**src/rtl/udt_pkg.sv**
```systemverilog
// Shared types and constants for the UDT receive path: routing/state enums,
// control-type codes, header word indices and the word0 classifier.
package udt_pkg;

  typedef enum logic [1:0] {NONE, HS, CTRL, DATA} udt_route_e;
  typedef enum logic [1:0] {HDR, DRAIN, PASS, DROP} rx_state_e;

  localparam logic [14:0] UDT_CT_HANDSHAKE = 15'h0000;
  localparam logic [14:0] UDT_CT_KEEPALIVE = 15'h0001;
  localparam logic [14:0] UDT_CT_ACK       = 15'h0002;
  localparam logic [14:0] UDT_CT_NAK       = 15'h0003;
  localparam logic [14:0] UDT_CT_CONG      = 15'h0004;
  localparam logic [14:0] UDT_CT_SHUTDOWN  = 15'h0005;
  localparam logic [14:0] UDT_CT_ACK2      = 15'h0006;
  localparam logic [14:0] UDT_CT_MSGDROP   = 15'h0007;
  localparam logic [14:0] UDT_CT_USER      = 15'h7FFF;

  localparam logic [1:0] HDR_WORD0 = 2'd0;
  localparam logic [1:0] HDR_SOCK  = 2'd3;

  // Classify from the upper half of word0: flag bit plus 15-bit control type.
  function automatic udt_route_e udt_classify(input logic [15:0] w0_hi);
    udt_route_e r;
    r = NONE;
    if (!w0_hi[15]) begin
      r = DATA;
    end else begin
      case (w0_hi[14:0])
        UDT_CT_HANDSHAKE: r = HS;
        UDT_CT_KEEPALIVE, UDT_CT_ACK, UDT_CT_NAK, UDT_CT_CONG,
        UDT_CT_SHUTDOWN, UDT_CT_ACK2, UDT_CT_MSGDROP: r = CTRL;
        UDT_CT_USER: r = NONE;
        default: r = NONE;
      endcase
    end
    return r;
  endfunction

endpackage

```
**src/rtl/udt_sat_cnt16.sv**
```systemverilog
// 16-bit event counter that sticks at 0xFFFF.
module udt_sat_cnt16 (
  input  logic        clk,
  input  logic        core_rst,
  input  logic        inc,
  output logic [15:0] count
);

  always_ff @(posedge clk) begin
    if (core_rst) begin
      count <= 16'd0;
    end else if (inc && (count != 16'hFFFF)) begin
      count <= count + 16'd1;
    end
  end

endmodule

```
**src/rtl/udt_rx_demux.sv**
```systemverilog
// UDT receive classifier: buffers the 4-word header, then routes the packet to
// handshake/control/data streams or sinks it. Optional UDT_RX_SOCKID_FILTER_EN.
module udt_rx_demux
  import udt_pkg::*;
#(
  parameter int DATA_W = 32,
  parameter int KEEP_W = DATA_W / 8
) (
  input  logic              clk,
  input  logic              core_rst,
  input  logic [DATA_W-1:0] rx_tdata,
  input  logic [KEEP_W-1:0] rx_tkeep,
  input  logic              rx_tvalid,
  input  logic              rx_tlast,
  output logic              rx_tready,
  output logic [DATA_W-1:0] handshake_tdata,
  output logic [KEEP_W-1:0] handshake_tkeep,
  output logic              handshake_tvalid,
  output logic              handshake_tlast,
  input  logic              handshake_tready,
  output logic [DATA_W-1:0] ctrl_tdata,
  output logic [KEEP_W-1:0] ctrl_tkeep,
  output logic              ctrl_tvalid,
  output logic              ctrl_tlast,
  input  logic              ctrl_tready,
  output logic [DATA_W-1:0] data_tdata,
  output logic [KEEP_W-1:0] data_tkeep,
  output logic              data_tvalid,
  output logic              data_tlast,
  input  logic              data_tready,
  input  logic [31:0]       local_sock_id,
  output logic [15:0]       rx_pkt_cnt,
  output logic [15:0]       drop_cnt,
  output rx_state_e         state
);

  // Handshake rule on every stream: a beat transfers on a cycle where
  // tvalid && tready are both high at the rising edge of clk.
  rx_state_e         state_q;
  logic [1:0]        cnt;
  udt_route_e        route;
  udt_route_e        next_route;
  logic              hdr_last;
  logic [DATA_W-1:0] hdr [4];

  logic              accept;
  logic              sel_ready;
  logic              out_valid;
  logic              out_last;
  logic [DATA_W-1:0] out_data;
  logic [KEEP_W-1:0] out_keep;
  logic              rx_inc;
  logic              drop_inc;

  assign state  = state_q;
  assign accept = rx_tvalid && rx_tready;

  always_comb begin
    next_route = udt_classify(hdr[HDR_WORD0][31:16]);
`ifdef UDT_RX_SOCKID_FILTER_EN
    // Word3 is still on rx_tdata at the decision beat.
    if (!((rx_tdata == local_sock_id) || (next_route == HS && rx_tdata == '0)))
      next_route = NONE;
`endif
  end

`ifndef UDT_RX_SOCKID_FILTER_EN
  logic unused_sock_id;
  assign unused_sock_id = ^local_sock_id;
`endif

  always_comb begin
    sel_ready = 1'b0;
    case (route)
      HS:      sel_ready = handshake_tready;
      CTRL:    sel_ready = ctrl_tready;
      DATA:    sel_ready = data_tready;
      default: sel_ready = 1'b0;
    endcase
  end

  always_comb begin
    rx_tready = 1'b0;
    out_valid = 1'b0;
    out_last  = 1'b0;
    out_data  = '0;
    out_keep  = '0;
    if (!core_rst) begin
      case (state_q)
        HDR: rx_tready = 1'b1;
        DRAIN: begin
          out_valid = 1'b1;
          out_data  = hdr[cnt];
          out_keep  = '1;
          out_last  = (cnt == HDR_SOCK) && hdr_last;
        end
        PASS: begin
          out_valid = rx_tvalid;
          out_data  = rx_tdata;
          out_keep  = rx_tkeep;
          out_last  = rx_tlast;
          rx_tready = sel_ready;
        end
        // With the packet already ended, hold off so the next word0 is not sunk.
        DROP: rx_tready = !hdr_last;
        default: rx_tready = 1'b0;
      endcase
    end
  end

  always_comb begin
    handshake_tvalid = 1'b0; handshake_tdata = '0; handshake_tkeep = '0; handshake_tlast = 1'b0;
    ctrl_tvalid      = 1'b0; ctrl_tdata      = '0; ctrl_tkeep      = '0; ctrl_tlast      = 1'b0;
    data_tvalid      = 1'b0; data_tdata      = '0; data_tkeep      = '0; data_tlast      = 1'b0;
    case (route)
      HS: begin
        handshake_tvalid = out_valid; handshake_tdata = out_data;
        handshake_tkeep  = out_keep;  handshake_tlast = out_last;
      end
      CTRL: begin
        ctrl_tvalid = out_valid; ctrl_tdata = out_data;
        ctrl_tkeep  = out_keep;  ctrl_tlast = out_last;
      end
      DATA: begin
        data_tvalid = out_valid; data_tdata = out_data;
        data_tkeep  = out_keep;  data_tlast = out_last;
      end
      default: ;
    endcase
  end

  always_ff @(posedge clk) begin
    if (core_rst) begin
      state_q  <= HDR;
      cnt      <= 2'd0;
      route    <= NONE;
      hdr_last <= 1'b0;
    end else begin
      case (state_q)
        HDR: if (accept) begin
          hdr[cnt] <= rx_tdata;
          if (cnt == HDR_SOCK) begin
            route    <= next_route;
            hdr_last <= rx_tlast;
            cnt      <= 2'd0;
            state_q  <= (next_route == NONE) ? DROP : DRAIN;
          end else if (rx_tlast) begin
            cnt <= 2'd0;
          end else begin
            cnt <= cnt + 2'd1;
          end
        end
        DRAIN: if (sel_ready) begin
          cnt <= cnt + 2'd1;
          if (cnt == HDR_SOCK) state_q <= hdr_last ? HDR : PASS;
        end
        PASS: if (accept && rx_tlast) state_q <= HDR;
        DROP: if (hdr_last || (accept && rx_tlast)) state_q <= HDR;
        default: state_q <= HDR;
      endcase
    end
  end

  assign rx_inc   = accept && rx_tlast;
  assign drop_inc = ((state_q == HDR) && accept && rx_tlast && (cnt != HDR_SOCK)) ||
                    ((state_q == DROP) && (hdr_last || (accept && rx_tlast)));

  udt_sat_cnt16 u_rx_cnt (
    .clk      (clk),
    .core_rst (core_rst),
    .inc      (rx_inc),
    .count    (rx_pkt_cnt)
  );

  udt_sat_cnt16 u_drop_cnt (
    .clk      (clk),
    .core_rst (core_rst),
    .inc      (drop_inc),
    .count    (drop_cnt)
  );

endmodule

```
**config.mk**
```make
export PLATFORM = sky130hd
export DESIGN_NAME = udt_rx_demux
export DESIGN_NICKNAME = d
export VERILOG_FILES = /design/src/rtl/udt_pkg.sv /design/src/rtl/udt_sat_cnt16.sv /design/src/rtl/udt_rx_demux.sv
export SDC_FILE = /design/constraint.sdc
export NUM_CORES = 1
export LEC_CHECK = 0
export ABC_AREA = 0
export ABC_CLOCK_PERIOD_IN_PS = 2450
export CORE_ASPECT_RATIO = 2
export CORE_MARGIN = 3
export CORE_UTILIZATION = 43
export CTS_BUF_LIST = sky130_fd_sc_hd__clkbuf_16
export CTS_CLUSTER_SIZE = 12
export DETAILED_ROUTE_END_ITERATION = 10
export HOLD_SLACK_MARGIN = 0.15
export PLACE_DENSITY_LB_ADDON = 0.3
export SLEW_MARGIN = 20
export SYNTH_ARGS = -nofsm -noshare
export SYNTH_HDL_FRONTEND = slang
export SYNTH_SLANG_ARGS = --single-unit
```
**constraint.sdc**
```tcl
create_clock -name clk -period 2.45 [get_ports clk]
set_clock_uncertainty 0.1 [all_clocks]
set_input_delay 0.49 -clock clk [delete_from_list [all_inputs] [get_ports clk]]
set_output_delay 0.49 -clock clk [all_outputs]
set_load 0.02 [all_outputs]
```
==> impl_metrics.ini <==
[run_status]
failed_checks = negative setup slack
status = finished with violations

[power]
ir_drop_v = 0.0005202
power.density_cell_area_nw_per_um2 = 676.7
power.leakage_uw = 0.004394
report.power.total_uw = 8525

[synth]
postSynthAreaPerCell_um2 = 12.27
synthDistinctLibCells = 48
synth-edff-count = 128
yosysWarnings = 0
netlist_instances = 639
seq_area_frac_synth_pct = 59.48
syn-num-nets = 724
synth-async-reset-ratio_pct = 0
yosys_most_used_dff = edfxtp_1
yosys_register_bits = 169
netlist_area_um2 = 7843

[timing]
timing.max_slew.rel_slack_pct = 66.84
achievable-frequency_mhz = 369.5
final.period_utilization_pct = 110.5
timing_worst_slew_pin_value_ps = 491.0
layout_setup_ws_ps = -256.0
period_minus_slack_ps = 2706
unrepaired_setup_endpoints_after_global_routing = true
final_max_slew_viol_count = 0
hold_violations = 0
timing.final.setup_violations = 162

[detailed_routing]
drtPass1Iterations = 5
post_route_drc = 0
routed_wl_um = 24190
detail-route-antenna-nets = 0
detail_route.vias_per_cell = 5.605
routed-via-count = 6485
wl_per_cell_um = 20.91
detailedRoute.firstIterationViolations = 325

[critical_path]
critical-path-top-delay-family = multiplexers
worst_r2r_path_depth = 10
timing.critical_path.slowest_stage_cell = mux4_2
reg2reg_from = state[0]$_SDFFE_PP0P_
critical_path_required_ps = 1860
critical_path_maximum_fanout = 5
critical_path.cell_chain = buf_12 > buf_6 > mux4_2 > a22o_1 > nand2_2 > nor2_2 > buf_6
timing_worst_setup_path_type = reg2out
critPathCaptureType = output port
timing.critical_path.from_type = flip-flop
register_to_register_path_setup_slack_ps = -30
critPathArrivalTime_ps = 2120
worst-path-stages = 7
crit_path_frequent_cell = buf_6
worstReg2RegEnd = hdr[0][2]$_DFFE_PP_
cpPeakStageDelay_ps = 490
critical_path.n_buffers_inverters = 3

[global_routing]
grt_max_degree = 40
antenna_found_initial = 1
first_global_vias = 6803
grt_pass1_wl_um = 36360
overflow = 0
global_route_total_usage_across_every_layer_pct = 23.76

[clocking]
cts_tree = yes
clkTransAtPathRegs_ps = 70
tritoncts.num_buffers = 17
clk_latency_ps = 420
cts_buffer_depth = 2
clock_sinks = 169
htreeDepth = 4
ctsRootBufferMaster = clkbuf_16

[final_layout]
layout-area-overhead-vs-synth_pct = 60.64
layout.cells.most_common = edfxtp_1
most_used_cells_in_the_layout_excluding_fill_and_tap_cells = 128 x edfxtp_1, 116 x buf_6, 90 x nor2_2
fillerInstances = 1153
drive_above_1_share_pct = 52.17
final_net_count = 1015

[die]
placement_rows = 69
design.core.area_um2 = 17870
count_of_pins_on_the_block_boundary = 224
dieArea_um2 = 19990
initial_utilization_pct = 43.88
die_wd_um = 101.5
floorplan.die.height_um = 197.0

[hold_path]
worstHoldEndpoint = u_rx_cnt.count[3]$_SDFFE_PP0P_
worst_hold_path_type = reg2reg
hold_depth = 1
min_from = u_rx_cnt.count[3]$_SDFFE_PP0P_

[place]
preCtsSetupSlack_ps = -477.7
port_buffers = 191
finalWeightedCongestion = 0.8975
hpwl_um = 15990

[job]
timing.max_cap.violations = 0
-- area by class of cell --
cell class | instances | area, um2 | area share (%)
repair buffers | 312 | 3351 | 26.60
inverters | 12 | 53.80 | 0.4271
multi-input cells | 418 | 3649 | 28.96
clock buffers | 17 | 425.4 | 3.377
diodes | 1 | 2.502 | 0.01986
flip-flops and latches | 169 | 4672 | 37.08
well taps | 213 | 266.5 | 2.115
clock inverters | 15 | 178.9 | 1.420
-- metrics by stage --
stage                     cell area (um2)  setup TNS, ps  util, %  std cells  hold slack (ps)
after floorplan                      8082          -5954        -        639            419.5
after global placement              11000         -65850    61.53       1094            391.1
after detailed placement            11000         -73500    61.53       1094            405.8
after CTS                           11860         -23360    66.38       1141            425.9
after global routing                12600         -32680    70.50       1157            475.1
final                               12600         -18950    70.50       1157            426.0
-- power breakdown --
part / switching, uW / internal, uW
combinational: 1160 / 1330
clock: 1260 / 1380
sequential: 103 / 3300
total: 2520 / 6010
-- metal layers --
metal	track usage (%)	wire length (um)	part of all wire (%)
met5	0	0	0
met4	10.50	890	3.7
met3	3.932	1204	5.0
met2	43.68	13820	57
met1	26.15	8276	34
-- worst max path at each step --
stage / start / to / slack, ps
finish: flip-flop / data_tdata[31] / -260
global route: flip-flop / data_tdata[31] / -310
CTS: flip-flop / ctrl_tdata[11] / -350
detailed placement: core_rst / data_tdata[19] / -480
global placement: core_rst / data_tdata[19] / -440
floorplan: state[0]$_SDFFE_PP0P_ / hdr[3][0]$_DFFE_PP_ / -170
-- cells in the mapped netlist (all sizes together), types with 2 or more instances --
cell       n  area (um2)
a211oi    11       122.6
a21oi     18       97.60
a22o      32       280.3
a311oi     4       52.56
a31o       3       26.28
a31oi      3       18.77
a41o       2       20.02
and3      12       75.07
and4       5       43.79
buf        8       42.54
clkbuf    32       120.1
dfxtp     41       820.8
edfxtp   128        3844
ha        10       125.1
inv       12       45.04
mux2       2       26.27
mux2i      6       60.06
mux4      32       720.7
nand2     46       172.7
nand2b     4       25.02
nand3     16       85.08
nand4     10       62.56
nor2     150       563.0
nor2b      4       25.02
nor3       2       10.01
nor4       3       18.77
o2111ai    4       35.03
o21ai      8       40.03
o31ai      2       15.01
or3        2       12.51
xnor2     12       105.1
xor2       8       70.07
-- flip-flops by register name, summed over array words and instances, names as in the netlist, named ones only --
name              count
u_rx_cnt.count       16
hdr                 128
cnt                   2
u_drop_cnt.count     16
hdr_last              1
route                 2
state                 2
-- cells by family (layout without fill, tap and decap cells) --
family          count (synthesis)  in the layout  share of synthesized area, %
flops                         169            169                         59.48
other cells                     0              1                             0
simple gates                  255            255                         14.04
xor+xnor                       20             20                         2.234
compound gates                 93             93                         9.716
fa+ha+maj                      10             10                         1.595
mux                            40             40                         10.29
buf+inv                        52            356                         2.648
-- what timing repair did --
action | CTS | global route
hold endpoints to repair | 0 | 0
pin swaps | 32 | 59
resized for setup | 631 | 175
hold buffers | 0 | 0
setup endpoints to repair | 124 | 259
cloned | 4 | 3
setup buffers | 11 | 13
Power figures use the tool's default switching activity.
